`config.mk`:
```
export PLATFORM = sky130hd
export DESIGN_NAME = tlb_assoc_flat
export DESIGN_NICKNAME = d
export VERILOG_FILES = /design/src/rtl/tlb_assoc_if.sv /design/src/rtl/tlb_assoc.sv /design/src/flat_wrapper.sv
export SDC_FILE = /design/constraint.sdc
export NUM_CORES = 2
export LEC_CHECK = 0
export BUFFER_PORTS_ARGS = -buffer_cell sky130_fd_sc_hd__buf_4
export CORE_UTILIZATION = 60
export DETAILED_ROUTE_END_ITERATION = 8
export PLACE_DENSITY = 0.78
export SYNTH_ARGS = -nofsm -noshare
export SYNTH_HDL_FRONTEND = slang
export SYNTH_SLANG_ARGS = --single-unit
```
`constraint.sdc`:
```
create_clock -name clk -period 7.87 [get_ports clk]
set_input_delay 2.361 -clock clk [delete_from_list [all_inputs] [get_ports clk]]
set_output_delay 2.361 -clock clk [all_outputs]
set_load 0.05 [all_outputs]
```
`src/rtl/tlb_assoc_if.sv`:
```
// Lookup-side bus of the associative TLB: two translation ports (fetch and memory).
// The pipeline drives the master side; the TLB is the slave.
interface tlb_assoc_if #(
    parameter int unsigned PID_W = 12,
    parameter int unsigned VPN_W = 20,
    parameter int unsigned PPN_W = 6
) ();
    localparam int unsigned PA_W = PPN_W + 32 - VPN_W;

    logic             kmode;
    logic [PID_W-1:0] pid;
    logic [31:0]      addr0;
    logic [31:0]      addr1;
    logic             rd1;
    logic             wr1;
    logic             bubble1;
    logic [7:0]       exc_in;
    logic [7:0]       exc_out0;
    logic [7:0]       exc_out1;
    logic [PA_W-1:0]  addr0_out;
    logic [PA_W-1:0]  addr1_out;

    modport master (
        output kmode, pid, addr0, addr1, rd1, wr1, bubble1, exc_in,
        input  exc_out0, exc_out1, addr0_out, addr1_out
    );

    modport slave (
        input  kmode, pid, addr0, addr1, rd1, wr1, bubble1, exc_in,
        output exc_out0, exc_out1, addr0_out, addr1_out
    );
endinterface

```
`src/rtl/tlb_assoc.sv`:
```
// Fully-associative TLB with per-entry G/X/W/R permissions, write-over-hit,
// invalid-first then round-robin replacement and a multi-cycle invalidate-by-PID sweep.
module tlb_assoc #(
    parameter int unsigned ENTRIES       = 16,
    parameter int unsigned PID_W         = 12,
    parameter int unsigned VPN_W         = 20,
    parameter int unsigned PPN_W         = 6,
    parameter logic [31:0] KBYPASS_LIMIT = 32'h30000,
    parameter logic [7:0]  EXC_UMISS     = 8'h82,
    parameter logic [7:0]  EXC_KMISS     = 8'h83,
    parameter logic [7:0]  EXC_PROT      = 8'h84
) (
    input  logic                   clk,
    input  logic                   rst,
    input  logic                   clk_en,
    tlb_assoc_if.slave             bus,
    input  logic [PID_W+VPN_W-1:0] probe_key,
    output logic                   probe_hit,
    output logic [PPN_W+3:0]       probe_data,
    input  logic                   we,
    input  logic [PPN_W+3:0]       write_data,
    input  logic                   inv_all,
    input  logic                   inv_pid_req,
    input  logic [PID_W-1:0]       inv_pid,
    output logic                   busy
);
    localparam int unsigned OFF_W  = 32 - VPN_W;
    localparam int unsigned PA_W   = PPN_W + OFF_W;
    localparam int unsigned KEY_W  = PID_W + VPN_W;
    localparam int unsigned DATA_W = PPN_W + 4;
    localparam int unsigned IDX_W  = $clog2(ENTRIES);

    localparam logic [0:0] S_IDLE  = 1'b0;
    localparam logic [0:0] S_SWEEP = 1'b1;

    logic [ENTRIES-1:0] valid;
    logic [KEY_W-1:0]   key_q  [ENTRIES];
    logic [DATA_W-1:0]  data_q [ENTRIES];
    logic [IDX_W-1:0]   rr_ptr;
    logic [IDX_W-1:0]   idx;
    logic [PID_W-1:0]   sweep_pid;
    logic [0:0]         state;

    logic [KEY_W-1:0]   k0, k1;
    logic [ENTRIES-1:0] m0, m1, mp;

    function automatic logic entry_hit(input logic v, input logic [KEY_W-1:0] ek,
                                       input logic g, input logic [KEY_W-1:0] k);
        return v && (ek == k || (g && ek[VPN_W-1:0] == k[VPN_W-1:0]));
    endfunction

    assign k0 = {bus.pid, bus.addr0[31:OFF_W]};
    assign k1 = {bus.pid, bus.addr1[31:OFF_W]};

    for (genvar i = 0; i < ENTRIES; i++) begin : g_match
        assign m0[i] = entry_hit(valid[i], key_q[i], data_q[i][3], k0);
        assign m1[i] = entry_hit(valid[i], key_q[i], data_q[i][3], k1);
        assign mp[i] = entry_hit(valid[i], key_q[i], data_q[i][3], probe_key);
    end

    logic              hit0, hit1, hitp, inv_found;
    logic [DATA_W-1:0] d0, d1, dp;
    logic [IDX_W-1:0]  pidx, inv_idx, wr_idx;

    // Lowest-index match wins; data stays zero on a miss so the PPN reads as 0.
    always_comb begin
        hit0 = 1'b0; d0 = '0;
        hit1 = 1'b0; d1 = '0;
        hitp = 1'b0; dp = '0; pidx = '0;
        inv_found = 1'b0; inv_idx = '0;
        for (int unsigned i = 0; i < ENTRIES; i++) begin
            if (m0[i] && !hit0) begin hit0 = 1'b1; d0 = data_q[i]; end
            if (m1[i] && !hit1) begin hit1 = 1'b1; d1 = data_q[i]; end
            if (mp[i] && !hitp) begin hitp = 1'b1; dp = data_q[i]; pidx = IDX_W'(i); end
            if (!valid[i] && !inv_found) begin inv_found = 1'b1; inv_idx = IDX_W'(i); end
        end
    end

    assign probe_hit  = hitp;
    assign probe_data = dp;
    assign busy       = (state == S_SWEEP);
    assign wr_idx     = hitp ? pidx : (inv_found ? inv_idx : rr_ptr);

    logic       byp0, byp1;
    logic [7:0] miss_code, exc1;

    assign byp0      = bus.kmode && (bus.addr0 < KBYPASS_LIMIT);
    assign byp1      = bus.kmode && (bus.addr1 < KBYPASS_LIMIT);
    assign miss_code = bus.kmode ? EXC_KMISS : EXC_UMISS;

    always_comb begin
        if (byp0)       bus.exc_out0 = '0;
        else if (!hit0) bus.exc_out0 = miss_code;
        else if (!d0[2]) bus.exc_out0 = EXC_PROT;
        else            bus.exc_out0 = '0;
        bus.addr0_out = byp0 ? bus.addr0[PA_W-1:0] : {d0[DATA_W-1:4], bus.addr0[OFF_W-1:0]};
    end

    always_comb begin
        if (bus.exc_in != 8'h00)                          exc1 = bus.exc_in;
        else if (bus.bubble1 || byp1)                     exc1 = '0;
        else if (!hit1)                                   exc1 = miss_code;
        else if ((bus.rd1 && !d1[0]) || (bus.wr1 && !d1[1])) exc1 = EXC_PROT;
        else                                              exc1 = '0;
        bus.exc_out1 = exc1;
        if (exc1 != 8'h00)  bus.addr1_out = PA_W'({exc1, 2'b00});
        else if (byp1)      bus.addr1_out = bus.addr1[PA_W-1:0];
        else                bus.addr1_out = {d1[DATA_W-1:4], bus.addr1[OFF_W-1:0]};
    end

    // The write is placed after the sweep clear so it wins on the same index.
    always_ff @(posedge clk) begin
        if (rst) begin
            valid     <= '0;
            rr_ptr    <= '0;
            idx       <= '0;
            sweep_pid <= '0;
            state     <= S_IDLE;
        end else if (clk_en) begin
            if (inv_all) begin
                valid <= '0;
                state <= S_IDLE;
            end else begin
                if (state == S_SWEEP) begin
                    if (valid[idx] && key_q[idx][KEY_W-1:VPN_W] == sweep_pid && !data_q[idx][3])
                        valid[idx] <= 1'b0;
                    if (idx == IDX_W'(ENTRIES - 1)) state <= S_IDLE;
                    else                           idx   <= idx + IDX_W'(1);
                end else if (inv_pid_req) begin
                    sweep_pid <= inv_pid;
                    idx       <= '0;
                    state     <= S_SWEEP;
                end
                if (we) begin
                    valid[wr_idx]  <= 1'b1;
                    key_q[wr_idx]  <= probe_key;
                    data_q[wr_idx] <= write_data;
                    if (!hitp && !inv_found) rr_ptr <= rr_ptr + IDX_W'(1);
                end
            end
        end
    end
endmodule

```
`src/flat_wrapper.sv`:
```
// flat-port wrapper written by rule: the top's interface ports become plain ports
module tlb_assoc_flat 
#(
    parameter int unsigned ENTRIES       = 16,
    parameter int unsigned PID_W         = 12,
    parameter int unsigned VPN_W         = 20,
    parameter int unsigned PPN_W         = 6,
    parameter logic [31:0] KBYPASS_LIMIT = 32'h30000,
    parameter logic [7:0]  EXC_UMISS     = 8'h82,
    parameter logic [7:0]  EXC_KMISS     = 8'h83,
    parameter logic [7:0]  EXC_PROT      = 8'h84
)
  (clk, rst, clk_en, probe_key, probe_hit, probe_data, we, write_data, inv_all, inv_pid_req, inv_pid, busy, bus_kmode, bus_pid, bus_addr0, bus_addr1, bus_rd1, bus_wr1, bus_bubble1, bus_exc_in, bus_exc_out0, bus_exc_out1, bus_addr0_out, bus_addr1_out);
  tlb_assoc_if #(.PID_W(PID_W), .VPN_W(VPN_W), .PPN_W(PPN_W)) bus_i ();
  input  logic clk;
  input  logic rst;
  input  logic clk_en;
  input  logic [PID_W+VPN_W-1:0] probe_key;
  output logic probe_hit;
  output logic [PPN_W+3:0] probe_data;
  input  logic we;
  input  logic [PPN_W+3:0] write_data;
  input  logic inv_all;
  input  logic inv_pid_req;
  input  logic [PID_W-1:0] inv_pid;
  output logic busy;
  input wire logic [$bits(bus_i.kmode)-1:0] bus_kmode;
  input wire logic [$bits(bus_i.pid)-1:0] bus_pid;
  input wire logic [$bits(bus_i.addr0)-1:0] bus_addr0;
  input wire logic [$bits(bus_i.addr1)-1:0] bus_addr1;
  input wire logic [$bits(bus_i.rd1)-1:0] bus_rd1;
  input wire logic [$bits(bus_i.wr1)-1:0] bus_wr1;
  input wire logic [$bits(bus_i.bubble1)-1:0] bus_bubble1;
  input wire logic [$bits(bus_i.exc_in)-1:0] bus_exc_in;
  output wire logic [$bits(bus_i.exc_out0)-1:0] bus_exc_out0;
  output wire logic [$bits(bus_i.exc_out1)-1:0] bus_exc_out1;
  output wire logic [$bits(bus_i.addr0_out)-1:0] bus_addr0_out;
  output wire logic [$bits(bus_i.addr1_out)-1:0] bus_addr1_out;
  assign bus_i.kmode = bus_kmode;
  assign bus_i.pid = bus_pid;
  assign bus_i.addr0 = bus_addr0;
  assign bus_i.addr1 = bus_addr1;
  assign bus_i.rd1 = bus_rd1;
  assign bus_i.wr1 = bus_wr1;
  assign bus_i.bubble1 = bus_bubble1;
  assign bus_i.exc_in = bus_exc_in;
  assign bus_exc_out0 = bus_i.exc_out0;
  assign bus_exc_out1 = bus_i.exc_out1;
  assign bus_addr0_out = bus_i.addr0_out;
  assign bus_addr1_out = bus_i.addr1_out;
  tlb_assoc #(.ENTRIES(ENTRIES), .PID_W(PID_W), .VPN_W(VPN_W), .PPN_W(PPN_W), .KBYPASS_LIMIT(KBYPASS_LIMIT), .EXC_UMISS(EXC_UMISS), .EXC_KMISS(EXC_KMISS), .EXC_PROT(EXC_PROT)) u_core (.clk(clk), .rst(rst), .clk_en(clk_en), .bus(bus_i), .probe_key(probe_key), .probe_hit(probe_hit), .probe_data(probe_data), .we(we), .write_data(write_data), .inv_all(inv_all), .inv_pid_req(inv_pid_req), .inv_pid(inv_pid), .busy(busy));
endmodule
```
==> metrics.txt <==
Total Nets Final=roughly 5000; post-layout minimum cycle time=approximately 8400 ps; post-detailed-route wirelength per cell=roughly 34 um; Synth Register Bits=slightly above 700; vias per cell=between 6 and 7; cells after synthesis=3891; Hold/Removal Path Class=register to register; Max Root-Sink Buffers=3; later-pin clock latency in the skew report=around 660 ps; CTS root buf=clkbuf_16; fill count=around 4600; maximum vdd ir drop=between 0.2 and 0.25 mV; r2r setup slk=around 2900 ps; share of layout cells above drive strength 1=0.324; Hold Vio Cnt, Final=0; CTS buffer count=between 70 and 80; synth unique cells=between 100 and 150; Final WS setup=-501 ps; switching share of power=0.254; Reg power frac=0.459; drt drc=0; # hold bufs at CTS=0; min-delay src=u_core.sweep_pid[9]$_SDFFE_PP0P_; GRT Total Usage=0.509; Post-synth EDFFs=about 670; Core ar.=0.0746 sq mm; Syn Std Cell Area=0.0453 sq mm; MaxCap Viol Count=0; clock sink count=between 700 and 800; Pwr Density=154 mW/mm^2; RSZ-0062 raised after global routing=true; Net Sw Power=between 0.002 and 0.0025 W; Max-Slew Margin vs Limit=0.167; critical path type=primary input to output pin; final wirelength=199000 um; failing checks=setup timing; CP arrival=about 6000 ps; Mean Syn Cell Area=between 10 and 15 sq um; cell-internal power=~0.0068 W; IO Port Bufs=between 150 and 200; Fin Clk Skew=about 34 ps; initial antenna violation count=13; Reg-to-Reg Start=u_core.key_q[3][11]$_DFFE_PP_; first-pass iteration count of the detailed router=6; sequential area share after synthesis=0.463; largest net degree at the start of global routing=44; post-DP HPWL=147000 um; Worst setup EP type=output pin; Total Neg Setup Slack=-13290 ps; Multi-input gate area=about 0.025 sq mm; Final Cycle Share=1.06; endpoints failing setup=39; dpl ws=-1030 ps; Worst setup SP type=primary input; FFs w/ async S/R, synth=0; CP Max Fanout=6; GP Congestion=between 1 and 1.5; die area=approximately 0.077 sq mm; number of DRC markers in iteration 0=~7100; static leakage power=around 21 nW; initial core utilization=0.608; ANT nets after route=0; Comb power frac=0.122; vias in the first global route=38500; WHS Path Cells=2; H-tree depth=3; total grt overflow=0; Top FF cell, synth=edfxtp_1; FF-to-FF End=u_core.key_q[3][1]$_DFFE_PP_; final max-slew violation count=0; area grow syn2layout=30.3%; I/O pins=around 210; Synth Warn #=0; critical path required time=about 5500 ps; die width=approximately 280 um; Rows=100; max frequency=~120 MHz; DR vias=40000; worst-case reg-to-reg path depth=17; global-route wire length before repair=278000 um; Worst Tran Pin Value=1250 ps; status=complete, but fails checks; Die Ht=277 um; hold endpoint=u_core.sweep_pid[9]$_SDFFE_PP0P_; clock network fraction of design power=0.419; clock-pin slew on the worst setup and hold paths=60 ps; CTS tree=built; FF+latch area=around 0.021 sq mm
[registers in the layout, summed over array words and instances, names as in the netlist, named ones only]
signal / cells
u_core.busy: 1
u_core.data_q: 160
u_core.idx: 4
u_core.key_q: 512
u_core.rr_ptr: 4
u_core.sweep_pid: 12
u_core.valid: 16
[through the flow]
step	util	area, sq um	cells	hold WS, ps	power, W
floorplan	-	45400	3894	449	0.00477
global placement	0.713	53200	5555	455	0.00523
detailed placement	0.713	53200	5555	467	0.00525
CTS	0.776	57900	5755	483	0.00899
global route	0.791	59000	5782	497	0.00920
finish	0.791	59000	5786	479	0.00907
[metal layers]
metal | vias up | global-route usage | wire length [um]
li1 | 16000 | - | -
met2 | 3783 | 0.736 | 83300
met4 | 10 | 0.341 | 16400
met3 | 954 | 0.145 | 30100
met5 | - | 0 | 100
met1 | 19300 | 0.667 | 69300
[worst max-delay path, cell delays in order]
cell       delay [ps]
buf_4             180
buf_4             160
xor2_1            130
nor4_1            560
o2111ai_4         250
buf_12            200
buf_12            140
and3_4            180
and2_4            150
a221o_1           390
a221oi_4          390
o22ai_4           160
or3_4             360
a31o_4            230
buf_8             150
[power by group through the flow]
stage	combinational, W	sequential, W	clock, W
floorplan	0.000529	0.00424	0
global placement	0.000993	0.00424	0
detailed placement	0.00100	0.00424	0
CTS	0.00104	0.00416	0.00379
global route	0.00113	0.00416	0.00392
finish	0.00111	0.00416	0.00380
[layout make-up]
class | instances | share of cell area
inverters | 70 | 0.00445
clock inverters | 51 | 0.00939
repair buffers | 1030 | 0.160
multi-input cells | 2854 | 0.415
flip-flops and latches | 713 | 0.356
clock buffers | 93 | 0.0344
well taps | 969 | 0.0205
diodes | 6 | 0.000254
[cell families (layout without fill, tap and decap cells)]
logic type / count (synthesis) / in the layout / share of synthesized area
AO/OA/AOI/OAI: 381 / 381 / 0.0626
XOR/XNOR: 1361 / 1361 / 0.263
adder cells (fa/ha/maj): 5 / 5 / 0.00138
buffers and inverters: 327 / 1244 / 0.0424
flip-flops: 713 / 713 / 0.463
multiplexers: 110 / 110 / 0.0441
other: 1 / 10 / 0.0000828
AND/OR/NAND/NOR: 993 / 993 / 0.123
[timing repair]
action / 4_1_cts / 5_1_grt
endpoints found under the setup margin: 43 / 40
pin swaps: 136 / 107
resized for setup: 363 / 181
gates cloned: 1 / 1
buffers inserted: 56 / 30
[layout by cell type, fill, tap and decap left out, drive strengths merged, types with 23 or more instances in the layout]
cell / n
a21oi: 50
a31oi: 30
and2: 28
buf: 1028
clkbuf: 94
clkinv: 36
dfxtp: 41
edfxtp: 672
inv: 71
mux2i: 23
mux4: 70
nand2: 150
nand3: 89
nand4: 174
nor2: 128
nor3: 84
nor4: 211
o21ai: 65
xnor2: 601
xor2: 760
[synth_stat cells (all sizes together) (43+ instances only)]
cell,n,share of area
a21oi,50,0.0055
nand3,89,0.010
nor3,84,0.0093
inv,69,0.0057
xnor2,601,0.12
nand2,150,0.013
mux4,70,0.035
nor2,128,0.011
clkbuf,43,0.0036
buf,214,0.033
xor2,760,0.15
nor4,211,0.030
nand4,174,0.024
o21ai,65,0.0072
edfxtp,672,0.45
[worst max path at each step]
| stage | startpoint | to | slack, ps | cells after the start |
|---|---|---|---|---|
| floorplan | bus_addr1[19] | bus_addr1_out[13] | -160 | 12 |
| global placement | probe_key[10] | probe_data[7] | -1090 | 15 |
| detailed placement | probe_key[10] | probe_data[8] | -1030 | 17 |
| CTS | probe_key[22] | probe_data[7] | -380 | 18 |
| global route | bus_addr1[17] | bus_addr1_out[9] | -510 | 15 |
| finish | bus_addr1[17] | bus_addr1_out[9] | -500 | 15 |
Power figures use the tool's default switching activity.
